### config.mk
export PLATFORM = sky130hd
export DESIGN_NAME = alu_issue
export DESIGN_NICKNAME = d
export VERILOG_FILES = /design/src/rtl/alu_issue.sv
export SDC_FILE = /design/constraint.sdc
export NUM_CORES = 2
export LEC_CHECK = 0
export BUFFER_PORTS_ARGS = -buffer_cell sky130_fd_sc_hd__buf_2
export CAP_MARGIN = 40
export CORE_UTILIZATION = 45
export CTS_CLUSTER_DIAMETER = 200
export DETAILED_ROUTE_END_ITERATION = 12
export GPL_TIMING_DRIVEN = 0
export SLEW_MARGIN = 30
export SYNTH_ARGS = -nofsm -noshare
export SYNTH_HDL_FRONTEND = slang
export SYNTH_SLANG_ARGS = --single-unit
export TNS_END_PERCENT = 30
### constraint.sdc
create_clock -name clk -period 1.99 [get_ports clk]
set_clock_uncertainty 0.1 [all_clocks]
set_input_delay 0 -clock clk [delete_from_list [all_inputs] [get_ports clk]]
set_output_delay 0 -clock clk [all_outputs]
set_load 0.01 [all_outputs]
### src/rtl/alu_issue.sv
// Single-issue R-type sequencer: IDLE accepts, EXEC drives the ALU for one cycle, WB holds the result.
// Optional feature macro ALU_ISSUE_TRAP_EN: unsupported instructions are trapped and reported via illegal.
module alu_issue #(
  parameter int RF_DEPTH = 32,
  parameter int DATA_W   = 32
) (
  input  logic              clk,
  input  logic              rst_n,
  input  logic              instr_valid,
  output logic              instr_ready,
  input  logic [31:0]       instr,
  input  logic              rf_we,
  input  logic [4:0]        rf_waddr,
  input  logic [DATA_W-1:0] rf_wdata,
  output logic [3:0]        alu_ctl,
  output logic [DATA_W-1:0] alu_a,
  output logic [DATA_W-1:0] alu_b,
  input  logic [DATA_W-1:0] alu_out,
  input  logic              alu_zero,
  output logic              res_valid,
  input  logic              res_ready,
  output logic [DATA_W-1:0] res_data,
  output logic              res_zero,
  output logic [4:0]        res_rd,
  output logic              illegal
);

  typedef enum logic [1:0] {S_IDLE, S_EXEC, S_WB} state_t;

  state_t            state_q;
  logic [DATA_W-1:0] rf_q [0:RF_DEPTH-1];
  logic [3:0]        alu_ctl_q;
  logic [DATA_W-1:0] alu_a_q, alu_b_q;
  logic [4:0]        rd_q;
  logic [DATA_W-1:0] res_data_q;
  logic              res_zero_q;
  logic [4:0]        res_rd_q;
  logic [3:0]        dec_ctl_d;

  logic [4:0] rs, rt, rd;
  assign rs = instr[25:21];
  assign rt = instr[20:16];
  assign rd = instr[15:11];

  logic unused_shamt;
  assign unused_shamt = ^instr[10:6];

  always_comb begin
    dec_ctl_d = 4'd15;
    if (instr[31:26] == 6'd0) begin
      case (instr[5:0])
        6'd32:   dec_ctl_d = 4'd2;
        6'd34:   dec_ctl_d = 4'd6;
        6'd36:   dec_ctl_d = 4'd0;
        6'd37:   dec_ctl_d = 4'd1;
        6'd39:   dec_ctl_d = 4'd12;
        6'd42:   dec_ctl_d = 4'd7;
        default: dec_ctl_d = 4'd15;
      endcase
    end
  end

  function automatic logic [DATA_W-1:0] rf_read(input logic [4:0] addr);
    return (addr == 5'd0) ? '0 : rf_q[addr];
  endfunction

`ifdef ALU_ISSUE_TRAP_EN
  logic illegal_q;
  assign illegal = illegal_q;
`else
  assign illegal = 1'b0;
`endif

  always_ff @(posedge clk or negedge rst_n) begin
    if (!rst_n) begin
      state_q    <= S_IDLE;
      alu_ctl_q  <= '0;
      alu_a_q    <= '0;
      alu_b_q    <= '0;
      rd_q       <= '0;
      res_data_q <= '0;
      res_zero_q <= 1'b0;
      res_rd_q   <= '0;
`ifdef ALU_ISSUE_TRAP_EN
      illegal_q  <= 1'b0;
`endif
      for (int i = 0; i < RF_DEPTH; i++) rf_q[i] <= '0;
    end else begin
`ifdef ALU_ISSUE_TRAP_EN
      illegal_q <= 1'b0;
`endif
      case (state_q)
        S_IDLE: begin
          // Operands below read the pre-write array, so a same-cycle preload is not forwarded.
          if (rf_we && rf_waddr != 5'd0) rf_q[rf_waddr] <= rf_wdata;
          if (instr_valid) begin
`ifdef ALU_ISSUE_TRAP_EN
            if (dec_ctl_d == 4'd15) illegal_q <= 1'b1;
            else
`endif
            begin
              alu_a_q   <= rf_read(rs);
              alu_b_q   <= rf_read(rt);
              alu_ctl_q <= dec_ctl_d;
              rd_q      <= rd;
              state_q   <= S_EXEC;
            end
          end
        end
        S_EXEC: begin
          res_data_q <= alu_out;
          res_zero_q <= alu_zero;
          res_rd_q   <= rd_q;
          if (rd_q != 5'd0) rf_q[rd_q] <= alu_out;
          state_q    <= S_WB;
        end
        S_WB: begin
          if (res_ready) state_q <= S_IDLE;
        end
        default: state_q <= S_IDLE;
      endcase
    end
  end

  assign instr_ready = (state_q == S_IDLE);
  assign res_valid   = (state_q == S_WB);
  assign alu_ctl     = alu_ctl_q;
  assign alu_a       = alu_a_q;
  assign alu_b       = alu_b_q;
  assign res_data    = res_data_q;
  assign res_zero    = res_zero_q;
  assign res_rd      = res_rd_q;

endmodule
**After elaboration in Yosys (flattened, before gate mapping)**

Index checks and enable logic that the tools add are counted.

- Logic and storage cells: 97
- Output and inout port bits: 109
- Register bits after elaboration: 1137
- Input port bits: 107

- $lt $le $gt $ge: 6
- Muxes and demuxes: 22
- Equal/unequal tests: 12
- Bitwise operators: 4
- Reductions and logical operators: 13

Operators with widths:

| kind | count |
|---|---|
| $bwmux W1024 | 2 |
| $mux W1024 | 2 |
| $pmux W1024 S2 | 1 |
| $bmux W32 S5 | 2 |
| $demux W32 S5 | 2 |
| $mux W32 | 8 |
| $eq A6 B6 Y1 const B | 6 |
| $ge A6 B6 Y1 const B | 4 |
| $not A5 Y6 | 4 |
| $pmux W4 S6 | 1 |
| $lt A6 B1 Y1 const B | 2 |
| $logic_not A5 Y1 | 2 |
| $reduce_bool A5 Y1 | 2 |
| $logic_not A6 Y1 | 1 |
| $pmux W2 S3 | 1 |
| $mux W2 | 2 |
| $mux W4 | 1 |
| $ne A2 B1 Y1 const B | 2 |
| $ne A2 B2 Y1 const B | 2 |
| $reduce_and A2 Y1 | 2 |
| $logic_and A1 B1 Y1 | 3 |
| $reduce_and A3 Y1 | 1 |
| $eq A2 B1 Y1 const B | 1 |
| $eq A2 B2 Y1 const B | 1 |
| other kinds (2) | 2 |

**Longest topological paths before layout**

- Depth after elaboration: 8
- Mapped depth: 9
- Gate-level depth less buffers: 5

**Worst setup path after synthesis**

No wires, ideal clock.

- Kind: flip-flop to flip-flop
- Start point: register rd_q[0]
- End point: register rf_q[764] (netlist bit)
- Buffers on the path: 3
- Arrival time: 1.762 ns
- Cell stages (with the launch flop): 8
- Setup slack: 0.003 ns
- Setup time: 0.125 ns
- Required time: 1.765 ns
- Clock period less this slack: 1.987 ns
- Cells stage by stage: dfrtp_1 -> buf_2 -> nor2_2 -> buf_2 -> nand4_1 -> a21oi_2 -> buf_6 -> mux2_2

- Word-level cells in the longest chain between the ends: 8
- Elaborated cells on any way between the ends: 12
- Those cells by class: order compare (2); eq/ne (1); mux (5); bitwise (1); reduce/logical (3)

RTL lines:

| element | RTL line | text |
|---|---|---|
| from (decl) | 34 | `logic [4:0] rd_q;` |
| from (signal assigned) | 105 | `rd_q <= rd;` |
| $not A5 Y6 (not written as such) | 114 | `if (rd_q != 5'd0) rf_q[rd_q] <= alu_out;` |
| $ge A6 B6 Y1 (not written as such) or $lt A6 B1 Y1 (tied branches) | 114 |  |
| $logic_and A1 B1 Y1 (not written as such) | 114 |  |
| $mux W32 (not written as such) | 114 |  |
| $demux W32 S5 | 114 |  |
| $bwmux W1024 | 114 |  |
| $mux W1024 | 114 |  |
| $pmux W1024 S2 | 92 | `case (state_q)` |
| to (signal, indexed assignment) | 95 | `if (rf_we && rf_waddr != 5'd0) rf_q[rf_waddr] <= rf_wdata;` |
| to (signal, indexed assignment) | 114 |  |
| to (decl) | 31 | `logic [DATA_W-1:0] rf_q [0:RF_DEPTH-1];` |

Parallel ways exist; a longest one is shown, timed or not. The select of a mux whose other input is x is not followed.
A chain may end at the register's enable or synchronous reset.

**Worst setup path after layout**

- Start point: input port instr[20]
- End point: register alu_b_q[21], in the netlist alu_b[21]

- Word-level cells in the longest chain between the ends: 5
- Elaborated cells on any way between the ends: 6
- Those cells by class: mux (4); bitwise (1); reduce/logical (1)

RTL lines:

| element | RTL line | text |
|---|---|---|
| from (decl) | 11 | `input logic [31:0] instr,` |
| $not A5 Y6 (not written as such) | 64 | `return (addr == 5'd0) ? '0 : rf_q[addr];` |
| $bmux W32 S5 | 64 |  |
| $mux W32 (not written as such) (2 in a row) | 64 |  |
| $mux W32 (*) | 64 |  |
| to (signal assigned) | 103 | `alu_b_q <= rf_read(rt);` |
| to (decl) | 33 | `logic [DATA_W-1:0] alu_a_q, alu_b_q;` |

Every way passes the cells marked *; elsewhere a longest branch is shown, timed or not. The select of a mux whose other input is x is not followed.

==> key figures <==
Timing
  – Hold Fails Final Rpt: 319
  – Final Critical Period: 2.725 ns
  – Fin crit share: 137.0%
  – RSZ-0062 raised after global routing: true
  – Setup WS post-layout: -0.7353 ns
  – Max Slew Vio Count: 0
  – F_max: 366.9 MHz
  – Final setup viols: 1092
  – Worst hold slack: -1.020 ns
  – Slew headroom: 16.72%
  – Slew @ Worst Pin: 1.218 ns

Floorplan
  – Die Wd: 391.5 µm
  – Die ar.: 0.1532 mm²
  – Die Ht: 391.5 µm
  – FP Rows: 142
  – Core footprint: 0.1501 mm²
  – # IOs: 216
  – Initial Util: 45.46%

GRT
  – Gr usage total: 41.71%
  – First-pass GRT wire length: 448.5 mm
  – Pin count of the biggest net entering global routing: 119
  – Gr ovfl total: 0
  – Vias in the first global route: 58570
  – Antenna violations before repair: 9

Placed design
  – Cell Area, Placed: 0.07251 mm²
  – Post-Place Cells: 7848
  – HPWL after DPL: 239.5 mm
  – IO buf count: 203
  – Placer congestion estimate: 1.066

Route
  – Final ANT Viol Nets: 0
  – DRT iter0 DRCs: 8372
  – Via density per instance: 7.264
  – Total wire length: 327.4 mm
  – 1st-pass router iterations: 6
  – DR WL/cell: 39.38 µm
  – Via count: 60390
  – DRC Markers: 0

Final layout
  – Non-filler instance count after layout: 8314
  – Area Growth Syn to Fin: 20.77%
  – Share of post-route cells with drive strength above 1: 45.29%
  – # nets final: 6289
  – Post-route cell area: 0.08244 mm²
  – Util after Layout: 54.91%

Yosys
  – Post-synthesis compound-gate area fraction: 13.75%
  – Largest area contributor in the netlist: dfrtp_1
  – Most instantiated cells after synthesis: mux2_2 (1251), o22ai_1 (1176), dfrtp_1 (1137), mux4_2 (312), clkbuf_1 (276)
  – Post-Synth XOR/XNOR Area: 0.01283%
  – Seq cells post-synth: 1137
  – Async SR Flop Fraction: 100.0%
  – Synth top area share: 41.68%
  – Ys flop type: dfrtp_1
  – Mux contribution to synthesized area: 35.12%
  – Synth Warn #: 0
  – Avg Inst Size Synth: 12.22 µm²
  – Count of cell types in the netlist: 68
  – Post-synth net total: 5691
  – Top post-synthesis cells by area: dfrtp_1 (42%), mux2_2 (21%), o22ai_1 (11%), mux4_2 (10%), mux2i_1 (2.0%)
  – Most common cell in the netlist: mux2_2
  – Synth Area in Adders: 0%
  – Main combinational cell family by area after synthesis: multiplexers
  – Number of synthesized flops with an enable pin: 0
  – Gate Count Post-Synth: 5584
  – Cell Area, Synth: 0.06826 mm²
  – Seq/Total Area, Yosys: 41.68%
  – Synth Area in Simple Gates: 3.217%

Critical path
  – R2r endpoint: rf_q[463]
  – R2r setup slk: -0.41 ns
  – CP startpoint kind: input port
  – Worst path required time: 2.65 ns
  – CP max FO: 10
  – CP endpoint kind: flip-flop
  – Register-to-Register Path Depth: 7
  – Reg2reg start: rd_q[3]
  – Setup CP Type: in -> reg
  – WP data arrival: 3.38 ns

Clock network
  – CTS tree: built
  – Num CTS Buffers: 136
  – Clock latency on the worst-skew pair: 0.82 ns
  – CTS Sinks: 1137
  – CTS Buffer Depth: 3
  – Root Driver: clkbuf_16
  – CTS clk-pin slew, worst paths: 0.06 ns
  – Hold_buf cts: 104
  – H-tree level count: 4

Power
  – Clock Power Share: 35.0%
  – Sw Share: 36.45%
  – Pleak: 0.03666 µW
  – Combinational share of power: 29.6%
  – Maximum vdd ir drop: 0.0009899 V
  – Sequential share of power: 35.4%
  – Internal power: 48310 µW
  – P_sw: 27710 µW
  – PD cells: 922.1 mW/mm²

Status
  – Failing checks: hold timing, setup timing
  – Status: finished, violations left

Min path
  – Min-Delay Path Class: in -> async

Job
  – Max-cap violation count: 0
## cells by family (layout without fill, tap and decap cells)
group           after synthesis  after routing
compound gates             1413           1413
mux                        1816           1816
xor+xnor                      1              1
buf+inv                     779           1485
flops                      1137           1137
simple gates                437            437
other cells                   1              9
## through the flow
step	TNS, ns	hold slack (ns)	setup WS [ns]	total power, µW
2_1_floorplan	0	-0.3956	0.002989	37060
6_report	-302.94	-1.020	-0.7353	76010
4_1_cts	-226.55	-0.9649	-0.2822	74330
3_5_place_dp	-862.37	-0.1293	-1.028	46270
5_1_grt	-331.65	-0.9669	-0.3920	77290
3_3_place_gp	-	0.1078	-25.57	45880
## critical path, cell delays in order
cell and delay [ns]:
buf_2 0.23, clkbuf_1 0.46, nand4bb_1 0.61, buf_2 0.51, o22ai_1 0.25, a2111oi_0 1.06, a22o_1 0.24
## layout by cell type, fill, tap and decap left out, types with 25 or more instances in the layout
master,netlist,final
o22ai_1,1176,1175
dfrtp_1,1137,1137
mux2_2,1251,1082
buf_2,235,358
mux4_2,312,312
buf_4,109,208
mux2_4,0,180
clkbuf_1,276,177
nand2_1,214,174
clkbuf_16,0,156
mux2i_1,136,136
buf_6,63,121
dlygate4sd3_1,0,104
mux2_1,105,94
clkbuf_2,0,89
buf_12,5,83
nor2_1,73,73
a22o_1,60,60
a2111oi_0,60,59
a211oi_1,62,50
nand4_1,37,37
clkbuf_8,0,34
clkbuf_4,0,32
nand4b_1,32,32
buf_1,83,32
a21oi_4,4,30
nand2_2,0,25
## worst max-delay path by stage
stage,slack [ns],endpoint,startpoint
floorplan,0.003,rf_q[764],rd_q[0]
global placement,-25.57,rf_q[134],rst_n
detailed placement,-1.03,rf_q[850],state_q[0]
CTS,-0.28,rf_q[488],state_q[1]
global route,-0.39,rf_q[876],state_q[0]
finish,-0.74,alu_b[21],instr[20]
## power by group through the flow
stage	logic [µW]	clock network, µW	registers, µW
CTS	21100	26500	26800
finish	22500	26600	26900
global placement	18800	0	27100
global route	22900	27400	27000
detailed placement	19100	0	27100
floorplan	10200	0	26800
## area by class of cell
cell class | count | area (µm²)
fillers | 12660 | 67700
multi-input cells | 3668 | 36750
flip-flops and latches | 1137 | 28450
plain buffers | 774 | 5713
repair buffers | 462 | 4352
clock buffers | 199 | 4036
well taps | 2016 | 2522
clock inverters | 47 | 583.1
diodes | 8 | 20.02
inverters | 3 | 11.26
## timing repair
| item | 4_1_cts | 5_1_grt |
|---|---|---|
| gates cloned | 11 | 15 |
| endpoints found under the setup margin | 1106 | 1098 |
| gates resized for setup | 640 | 230 |
| endpoints found under the hold margin | 1285 | 282 |
| buffers inserted | 65 | 10 |
| pin swaps | 36 | 23 |
## flip-flops by register name, indices dropped and copies added (netlist names)
signal	cells
res_data	32
rd_q	5
state_q	2
alu_ctl	4
res_rd	5
alu_b	32
alu_a	32
rf_q	1024
res_zero	1
## per-layer routing
| layer | global-route usage, % | vias to the layer above | routed length (µm) |
|---|---|---|---|
| met4 | 35.44 | 8 | 34780 |
| met3 | 15.24 | 1369 | 43560 |
| met1 | 51.51 | 30970 | 117900 |
| li1 | - | 23240 | - |
| met5 | 0.5423 | - | 263 |
| met2 | 57.46 | 4804 | 130900 |
Power figures use the tool's default switching activity.
